===== config.mk =====
export PLATFORM = sky130hd
export DESIGN_NAME = pipe_ctrl
export DESIGN_NICKNAME = d
export VERILOG_FILES = /design/src/rtl/pipe_ctrl.sv
export SDC_FILE = /design/constraint.sdc
export NUM_CORES = 1
export LEC_CHECK = 0
export CAP_MARGIN = 20
export CORE_MARGIN = 2
export CORE_UTILIZATION = 30
export DETAILED_ROUTE_END_ITERATION = 12
export MAX_ROUTING_LAYER = met4
export PLACE_DENSITY = 0.69
export REMOVE_ABC_BUFFERS = 1
export SYNTH_ARGS = -nofsm -noshare
export SYNTH_HDL_FRONTEND = slang
export SYNTH_SLANG_ARGS = --single-unit

===== constraint.sdc =====
create_clock -name clk -period 2.7 [get_ports clk]
set_clock_uncertainty 0.05 [all_clocks]
set_input_delay 0.54 -clock clk [delete_from_list [all_inputs] [get_ports clk]]
set_output_delay 0.54 -clock clk [all_outputs]
set_load 0.02 [all_outputs]

===== src/rtl/pipe_ctrl.sv =====
// Pipeline hold/flush controller: merges stall requests, sequences front-end flushes
// after taken jumps, parks the core for debug halt and counts stalled cycles.
module pipe_ctrl #(
    parameter int unsigned FLUSH_CYCLES = 2
) (
    input  logic        clk,
    input  logic        rst,
    input  logic        jump_flag_i,
    input  logic [31:0] jump_addr_i,
    input  logic        hold_flag_ex_i,
    input  logic        hold_flag_rib_i,
    input  logic        hold_flag_clint_i,
    input  logic        jtag_halt_flag_i,
    input  logic        stall_cnt_clr_i,
    output logic [2:0]  hold_flag_o,
    output logic        jump_flag_o,
    output logic [31:0] jump_addr_o,
    output logic        halted_o,
    output logic [31:0] stall_cnt_o,
    output logic [1:0]  dbg_state_o
);

    // Hold encoding shared with pc_reg/if_id/id_ex; level 2 (hold if) is never requested here.
    localparam logic [2:0] HOLD_NONE  = 3'd0;
    localparam logic [2:0] HOLD_PC    = 3'd1;
    localparam logic [2:0] HOLD_ID    = 3'd3;
    localparam logic [2:0] FLUSH_LOAD = 3'(FLUSH_CYCLES);

    typedef enum logic [1:0] {
        ST_RUN   = 2'd0,
        ST_FLUSH = 2'd1,
        ST_HALT  = 2'd2
    } state_t;

    state_t      r_state;
    state_t      w_state_nxt;
    logic [2:0]  r_flush_cnt;
    logic [2:0]  w_flush_cnt_nxt;
    logic        r_halted;
    logic [31:0] r_stall_cnt;
    logic [2:0]  w_req_level;
    logic [2:0]  w_state_level;
    logic [2:0]  w_hold;

    always_ff @(posedge clk or posedge rst) begin
        if (rst) begin
            r_state     <= ST_RUN;
            r_flush_cnt <= 3'd0;
            r_halted    <= 1'b0;
        end else begin
            r_state     <= w_state_nxt;
            r_flush_cnt <= w_flush_cnt_nxt;
            r_halted    <= (w_state_nxt == ST_HALT);
        end
    end

    always_comb begin
        w_state_nxt     = r_state;
        w_flush_cnt_nxt = r_flush_cnt;
        case (r_state)
            ST_RUN: begin
                if (jump_flag_i) begin
                    w_state_nxt     = ST_FLUSH;
                    w_flush_cnt_nxt = FLUSH_LOAD;
                end else if (jtag_halt_flag_i && !hold_flag_ex_i && !hold_flag_clint_i) begin
                    // Halt waits for any in-flight multi-cycle or interrupt sequence.
                    w_state_nxt = ST_HALT;
                end
            end
            ST_FLUSH: begin
                if (jump_flag_i) begin
                    w_flush_cnt_nxt = FLUSH_LOAD;
                end else if (r_flush_cnt <= 3'd1) begin
                    w_state_nxt     = ST_RUN;
                    w_flush_cnt_nxt = 3'd0;
                end else begin
                    w_flush_cnt_nxt = r_flush_cnt - 3'd1;
                end
            end
            ST_HALT: begin
                if (jump_flag_i) begin
                    w_state_nxt     = ST_FLUSH;
                    w_flush_cnt_nxt = FLUSH_LOAD;
                end else if (!jtag_halt_flag_i) begin
                    w_state_nxt = ST_RUN;
                end
            end
            default: begin
                w_state_nxt     = ST_RUN;
                w_flush_cnt_nxt = 3'd0;
            end
        endcase
    end

    always_comb begin
        w_req_level = HOLD_NONE;
        if (jump_flag_i || hold_flag_clint_i || hold_flag_ex_i) begin
            w_req_level = HOLD_ID;
        end else if (hold_flag_rib_i) begin
            w_req_level = HOLD_PC;
        end
        w_state_level = (r_state == ST_RUN) ? HOLD_NONE : HOLD_ID;
        w_hold        = (w_req_level > w_state_level) ? w_req_level : w_state_level;
    end

    always_ff @(posedge clk or posedge rst) begin
        if (rst) begin
            r_stall_cnt <= 32'd0;
        end else if (stall_cnt_clr_i) begin
            r_stall_cnt <= 32'd0;
        end else if ((w_hold != HOLD_NONE) && (r_stall_cnt != 32'hFFFF_FFFF)) begin
            r_stall_cnt <= r_stall_cnt + 32'd1;
        end
    end

    assign hold_flag_o = w_hold;
    assign jump_flag_o = jump_flag_i;
    assign jump_addr_o = jump_flag_i ? jump_addr_i : 32'd0;
    assign halted_o    = r_halted;
    assign stall_cnt_o = r_stall_cnt;
    assign dbg_state_o = r_state;

endmodule


==> results of run 1 <==
## worst min-delay path, stage by stage, from the launching register on
cell	delay [ns]
dfrtp_1	0.36
a21oi_1	0.07
nor2_1	0.08
## cell usage in the layout, fill, tap and decap left out, drive strengths merged, types with 9 or more instances in the layout
| cell | Yosys | layout |
|---|---|---|
| clkdlybuf4s50 | 0 | 104 |
| nand3 | 16 | 16 |
| nand2 | 9 | 9 |
| buf | 6 | 18 |
| and2 | 34 | 34 |
| o21ai | 22 | 22 |
| dfrtp | 38 | 38 |
| nand4 | 10 | 10 |
| or3 | 22 | 22 |
| nor2 | 14 | 14 |
| a21oi | 30 | 30 |
## Yosys cell counts, drive strengths merged
library cell  count  area [sq um]
and4              4          35.0
a22o              1          8.76
mux2i             1          10.0
conb              1          3.75
or2               1          6.26
and2             34           213
nor3              4          20.0
ha                4          50.1
inv               7          26.3
or4               7          56.3
nand4            10          62.6
buf               6          58.8
clkbuf            8          30.0
or3              22           138
nand2b            1          6.26
nand2             9          33.8
a32oi             1          16.3
and3              5          31.3
nor2             14          52.6
o31ai             7          66.3
a22oi             1          7.51
o311ai            1          8.76
o211ai            2          15.0
a41oi             1          8.76
o21ai            22           110
nand4b            1          8.76
a2bb2oi           1          8.76
xor2              3          26.3
o211a             2          20.0
nor4              1          6.26
nand3            16          80.1
a21oi            30           161
dfrtp            38           951
nor3b             2          15.0
## kinds of logic (layout without fill, tap and decap cells)
| family | count (synthesis) | count (layout) | synth area share [%] |
|---|---|---|---|
| XOR/XNOR | 3 | 3 | 1.12 |
| other | 1 | 1 | 0.159 |
| AND/OR/NAND/NOR | 131 | 131 | 32.5 |
| adder cells (fa/ha/maj) | 4 | 4 | 2.13 |
| flip-flops | 38 | 38 | 40.4 |
| buffers and inverters | 21 | 142 | 4.89 |
| AO/OA/AOI/OAI | 69 | 69 | 18.4 |
| multiplexers | 1 | 1 | 0.426 |
## sequential cells by signal, summed over array words and instances, names as in the netlist
name	cells
dbg_state_o	2
halted_o	1
stall_cnt_o	32
r_flush_cnt	3
## per-stage QoR
step / instances / hold WS [ns] / utilization, % / total power (W) / area (sq um)
final: 491 / 0.495 / 49.4 / 0.00148 / 3770
after global routing: 491 / 0.551 / 49.4 / 0.00156 / 3770
after CTS: 491 / 0.511 / 49.1 / 0.00150 / 3760
after detailed placement: 482 / 0.493 / 47.5 / 0.00102 / 3630
after global placement: 482 / 0.470 / 47.5 / 0.00101 / 3630
after floorplan: 254 / 0.445 / - / 0.000817 / 2260
## repair_timing
item | 4_1_cts | 5_1_grt
pin swaps | 0 | 5
hold endpoints to repair | 0 | 0
resized for setup | 7 | 5
endpoints found under the setup margin | 12 | 44
setup buffers | 1 | 0
## layout make-up
class                   count  area share, %
multi-input cells         209           34.4
clock buffers               5           1.82
inverters                   7          0.696
clock inverters             3           1.06
repair buffers            127           33.4
flip-flops and latches     38           25.2
well taps                 102           3.38
## per-layer routing
metal / routed length [um] / vias up
li1: - / 1221
met3: 547 / 5
met1: 2840 / 1167
met2: 3310 / 98
met4: 29 / 0
met5: 0 / -
## power groups by stage
stage,clock (W),sequential (W),combinational [W]
after floorplan,0,0.000647,0.000169
after global placement,0,0.000629,0.000382
after detailed placement,0,0.000631,0.000390
after CTS,0.000489,0.000619,0.000391
after global routing,0.000511,0.000625,0.000425
final,0.000474,0.000619,0.000385
## worst paths after layout
check | endpoint | cells after the start | start
max reg2reg | stall_cnt_o[0]$_DFFE_PP0P_ | 8 | stall_cnt_o[1]$_DFFE_PP0P_
min in group asynchronous | stall_cnt_o[30]$_DFFE_PP0P_ | 3 | rst
max in group asynchronous | stall_cnt_o[16]$_DFFE_PP0P_ | 3 | rst
min reg2reg | r_flush_cnt[2]$_DFFE_PP0P_ | 2 | r_flush_cnt[2]$_DFFE_PP0P_
min | r_flush_cnt[2]$_DFFE_PP0P_ | 2 | r_flush_cnt[2]$_DFFE_PP0P_
max | stall_cnt_o[11]$_DFFE_PP0P_ | 11 | hold_flag_ex_i
==> impl_metrics.csv, run 1 <==
group,metric,value,unit
pwr,cellInternalPower,0.00107,W
pwr,pwr-share-clk,32.1,%
clocking,root_buffer,"clkbuf_8",
routing,drt_pass1_iterations,4,
setup_path,critical_path_arrival,2.75,ns
final_layout,fill_cells,719,
setup_path,end_kind,"register",
global_route,antenna_found_initial,0,
global_route,gr-total-overflow,0,
global_route,met3_usage,4.39,%
timing,worst_slew_pin_slew,0.591,ns
global_route,grt_usage,15.9,%
final_layout,nets,432,
setup_path,rrSetupSlack,0.22,ns
routing,vias,2491,
placed_design,place_congestion,0.792,
die,rows,32,
clocking,cts_sinks,38,
routing,drtIter0Drc,135,
synth,yosysWarningCount,0,
routing,drcViolationCount,0,
global_route,use_met2,27.9,%
run_status,run_status,"finished, final reports clean",
routing,wl_per_cell,13.7,um
global_route,use_met1,18.5,%
timing,timing.final.crit_share,96.2,%
timing,final-setup-viol-count,0,
setup_path,max_stage_delay,0.50,ns
clocking,cts_tree,"built",
final_layout,diodes,0,
routing,wl,6720,um
final_layout,register_area,951,sq um
die,fp.coreArea,0.00765,sq mm
setup_path,cp_top_family,"buffers and inverters",
final_layout,drive_gt1_share,9.51,%
pwr,power_density,392,mW/mm^2
timing,hold_viol,0,
timing,slew_viol_final,0,
final_layout,multi_input_area,0.00130,sq mm
pwr,switching_share,27.4,%
die,die_area,0.00857,sq mm
placed_design,place_hpwl,5080,um
setup_path,worstPathCellList,"clkdlybuf4s50_1 > nor3_2 > buf_4 > ha_2 > nor3b_2 > a32oi_2 > buf_6 > o31ai_4 > buf_12 > or4_1 > a21oi_1",
routing,detail-route-antenna-nets,0,
clocking,clockBufferDepth,2,
worst_hold_path,hp-class,"reg -> reg",
synth,seq_area_frac_synth,40.4,%
die,pin_count,111,
pwr,power_switching,0.000405,W
setup_path,cp-start-kind,"input pin",
global_route,grt-busiest-layer,"met2",
die,initial_core_util,30.8,%
pwr,ir_drop,0.275,mV
clocking,cts-buffers-inserted,5,
setup_path,cp_slowest_cell,"clkdlybuf4s50_1",
final_layout,syn_to_final_growth,60.5,%
synth,syn_area,0.00235,sq mm
placed_design,post-place-ws,-0.341,ns
setup_path,crit_fanout,17,
job,drv_cap,0,
setup_path,crit_required,2.86,ns
die,fp.dieW,92.6,um
clocking,path_clk_slew,0.07,ns
pwr,p_leak,1.48,nW
synth,ys_ff_latch,38,
die,die_h,92.6,um
pwr,combPwrFrac,26.1,%
timing,fin_setup_tns,0,ns
timing,post-route-min-period,2.60,ns
timing,fin_ws,0.103,ns
global_route,grt_pass1_vias,2396,
timing,fmax,0.385,GHz
routing,via_per_inst,5.07,
synth,synth_cell_type_count,41,
global_route,grt_max_degree,39,
pwr,p_seq_share,41.9,%
timing,rsz0062_at_grt,"false",
synth,synthCells,268,
setup_path,path_class,"in -> reg",
setup_path,path_buf_inv,4,
clocking,worstSkewPairLatency,0.29,ns
clocking,htreeDepth,2,
synth,avgSynthCellArea,8.78,sq um
clocking,ctsHoldBuffers,0,
timing,relSlewSlack,60.2,%
global_route,grt_pass1_wl,11000,um
placed_design,portBuffers,109,
Power figures use the tool's default switching activity.
==> run 2: changes to the inputs <==
--- a/config.mk
+++ b/config.mk
@@ -15,3 +15,4 @@
 export SYNTH_ARGS = -nofsm -noshare
 export SYNTH_HDL_FRONTEND = slang
 export SYNTH_SLANG_ARGS = --single-unit
+export TNS_END_PERCENT = 50
==> constraint.sdc (replaced) <==
create_clock -name clk -period 2.7 [get_ports clk]
set_clock_uncertainty 0.05 [all_clocks]
set_input_delay 0.54 -clock clk [delete_from_list [all_inputs] [get_ports clk]]
set_output_delay 0.54 -clock clk [all_outputs]
set_load 0.05 [all_outputs]
==> run 2 against run 1 <==
Compared with the run above: via count is 0.52% higher; largest cell class is now non-clock buffers; non-clock buffer count is 2 lower; critical endpoint is now hold_flag_o[0]; first-iteration DRC count is 12% lower; global-route usage is 1.3 points higher; wire length is 6.2% higher; worst setup slack worse by 0.0045 ns; utilization is 4.1 points higher; combinational power is 43% higher; highest routed layer unchanged; maximum frequency is 0.17% lower; count of clock-buffer cells in the layout is 1 higher.
==> impl_metrics.csv, run 2 (synthesis gave the netlist of run 1 again) <==
group,metric,value,unit
routing,drcViolationCount,0,
final_layout,syn_to_final_growth,73.8,%
final_layout,final_cell_area,0.00409,sq mm
timing,worst_slew_pin_slew,0.551,ns
setup_path,path_class,"in -> out",
pwr,p_leak,1.63,nW
setup_path,endpoint,"hold_flag_o[0]",
timing,fmax,0.384,GHz
run_status,run_status,"finished, final reports clean",
setup_path,r2r-end,"stall_cnt_o[23]$_DFFE_PP0P_",
global_route,grt_usage,17.2,%
routing,via_per_inst,5.12,
pwr,power_switching,0.000519,W
die,die_h,92.6,um
clocking,htreeDepth,2,
pwr,ir_drop,0.346,mV
global_route,gr-total-overflow,0,
routing,wl_per_cell,14.6,um
pwr,power_density,386,mW/mm^2
die,fp.dieW,92.6,um
die,pin_count,111,
clocking,cts_tree,"built",
global_route,grt_pass1_vias,2351,
setup_path,rrSetupSlack,0.22,ns
pwr,pwr-share-clk,26.0,%
clocking,worstSkewPairLatency,0.29,ns
clocking,ctsHoldBuffers,0,
die,initial_core_util,30.8,%
timing,hold_viol,0,
clocking,path_clk_slew,0.07,ns
routing,drtIter0Drc,119,
global_route,grt_max_degree,39,
timing,relSlewSlack,63.0,%
timing,final-setup-viol-count,0,
final_layout,drive_gt1_share,18.1,%
setup_path,crit_fanout,4,
placed_design,place_hpwl,5530,um
setup_path,rr_startpoint,"dbg_state_o[0]$_DFF_PP0_",
timing,fin_ws,0.0984,ns
die,fp.coreArea,0.00765,sq mm
timing,hold_slack,0.513,ns
setup_path,critical_path_arrival,2.01,ns
global_route,antenna_found_initial,0,
placed_design,post-place-ws,-0.479,ns
clocking,cts-buffers-inserted,5,
placed_design,portBuffers,109,
final_layout,mostFrequentLayoutCells,"clkdlybuf4s50_1, dfrtp_1, buf_12",
clocking,cts_sinks,38,
job,drv_cap,0,
placed_design,placed_area,0.00394,sq mm
setup_path,crit_required,2.11,ns
setup_path,crit_path_start,"hold_flag_clint_i",
final_layout,nets,430,
final_layout,layout_commonest_cell,"clkdlybuf4s50_1",
final_layout,largest_register_ffs,32,
timing,timing.final.crit_share,96.4,%
routing,detail-route-antenna-nets,0,
timing,post-route-min-period,2.60,ns
die,die_area,0.00857,sq mm
die,rows,32,
worst_hold_path,holdPathStages,2,
clocking,clockBufferDepth,2,
worst_hold_path,hp-class,"reg -> reg",
final_layout,diodes,0,
placed_design,place_congestion,0.810,
setup_path,cp-start-kind,"input pin",
routing,drt_pass1_iterations,4,
pwr,p_seq_share,39.3,%
clocking,root_buffer,"clkbuf_8",
setup_path,end_kind,"primary output",
routing,wl,7140,um
pwr,switching_share,32.9,%
routing,vias,2504,
pwr,cellInternalPower,0.00106,W
timing,slew_viol_final,0,
setup_path,rr_worst_depth,9,
pwr,combPwrFrac,34.8,%
global_route,grt_pass1_wl,11700,um
## run 2: cell count changes in the layout (fill, tap and decap cells not counted), moves of 2 or more
cell | before | now
dlygate4sd2_1 | 2 | 0
buf_12 | 2 | 36
clkdlybuf4s50_1 | 104 | 72
buf_6 | 2 | 0
## run 2: timing repair
item	4_1_cts	5_1_grt
setup buffers	0	3
pin swaps	1	7
setup endpoints to repair	24	16
gates resized for setup	3	4
## run 2: stage by stage
| stage | total power, W | std cells | setup TNS (ns) | utilization [%] |
|---|---|---|---|---|
| CTS | 0.00160 | 486 | 0 | 53.0 |
| global placement | 0.00116 | 478 | -6.98 | 51.6 |
| floorplan | 0.000904 | 254 | -3.12 | - |
| global route | 0.00166 | 489 | -0.0356 | 53.5 |
| detailed placement | 0.00118 | 478 | -10.66 | 51.6 |
| finish | 0.00158 | 489 | 0 | 53.5 |
## run 2: critical path, stage by stage
cell             delay, ns
clkdlybuf4s50_1       0.46
nor3_4                0.22
ha_2                  0.23
buf_4                 0.13
nor2_1                0.05
a22oi_2               0.21
buf_12                0.17
## run 2: area by class of cell
cell class | instances | area [sq um]
clock buffers | 6 | 82.6
clock inverters | 2 | 12.5
fillers | 718 | 3560
inverters | 7 | 26.3
multi-input cells | 209 | 1310
flip-flops and latches | 38 | 951
well taps | 102 | 128
repair buffers | 125 | 1580
## run 2: layer usage
metal	wire (um)	track usage, %	vias to the layer above
met4	53	3.36	0
met3	495	3.66	5
met1	3070	21.1	1195
li1	-	-	1212
met2	3510	29.6	92
met5	0	-	-
## run 2: worst min-delay path by stage
stage | startpoint | end | slack [ns]
6_report | r_flush_cnt[2]$_DFFE_PP0P_ | r_flush_cnt[2]$_DFFE_PP0P_ | 0.51
5_1_grt | r_flush_cnt[2]$_DFFE_PP0P_ | r_flush_cnt[2]$_DFFE_PP0P_ | 0.55
4_1_cts | r_flush_cnt[2]$_DFFE_PP0P_ | r_flush_cnt[2]$_DFFE_PP0P_ | 0.52
3_5_place_dp | r_flush_cnt[2]$_DFFE_PP0P_ | r_flush_cnt[2]$_DFFE_PP0P_ | 0.50
3_3_place_gp | r_flush_cnt[2]$_DFFE_PP0P_ | r_flush_cnt[2]$_DFFE_PP0P_ | 0.47
2_1_floorplan | r_flush_cnt[2]$_DFFE_PP0P_ | r_flush_cnt[2]$_DFFE_PP0P_ | 0.45
## run 2: power by group through the flow
stage	registers (W)	clock network [W]	logic, W
2_1_floorplan	0.000671	0	0.000233
3_3_place_gp	0.000628	0	0.000536
3_5_place_dp	0.000632	0	0.000550
4_1_cts	0.000621	0.000423	0.000555
5_1_grt	0.000626	0.000444	0.000586
6_report	0.000620	0.000410	0.000549
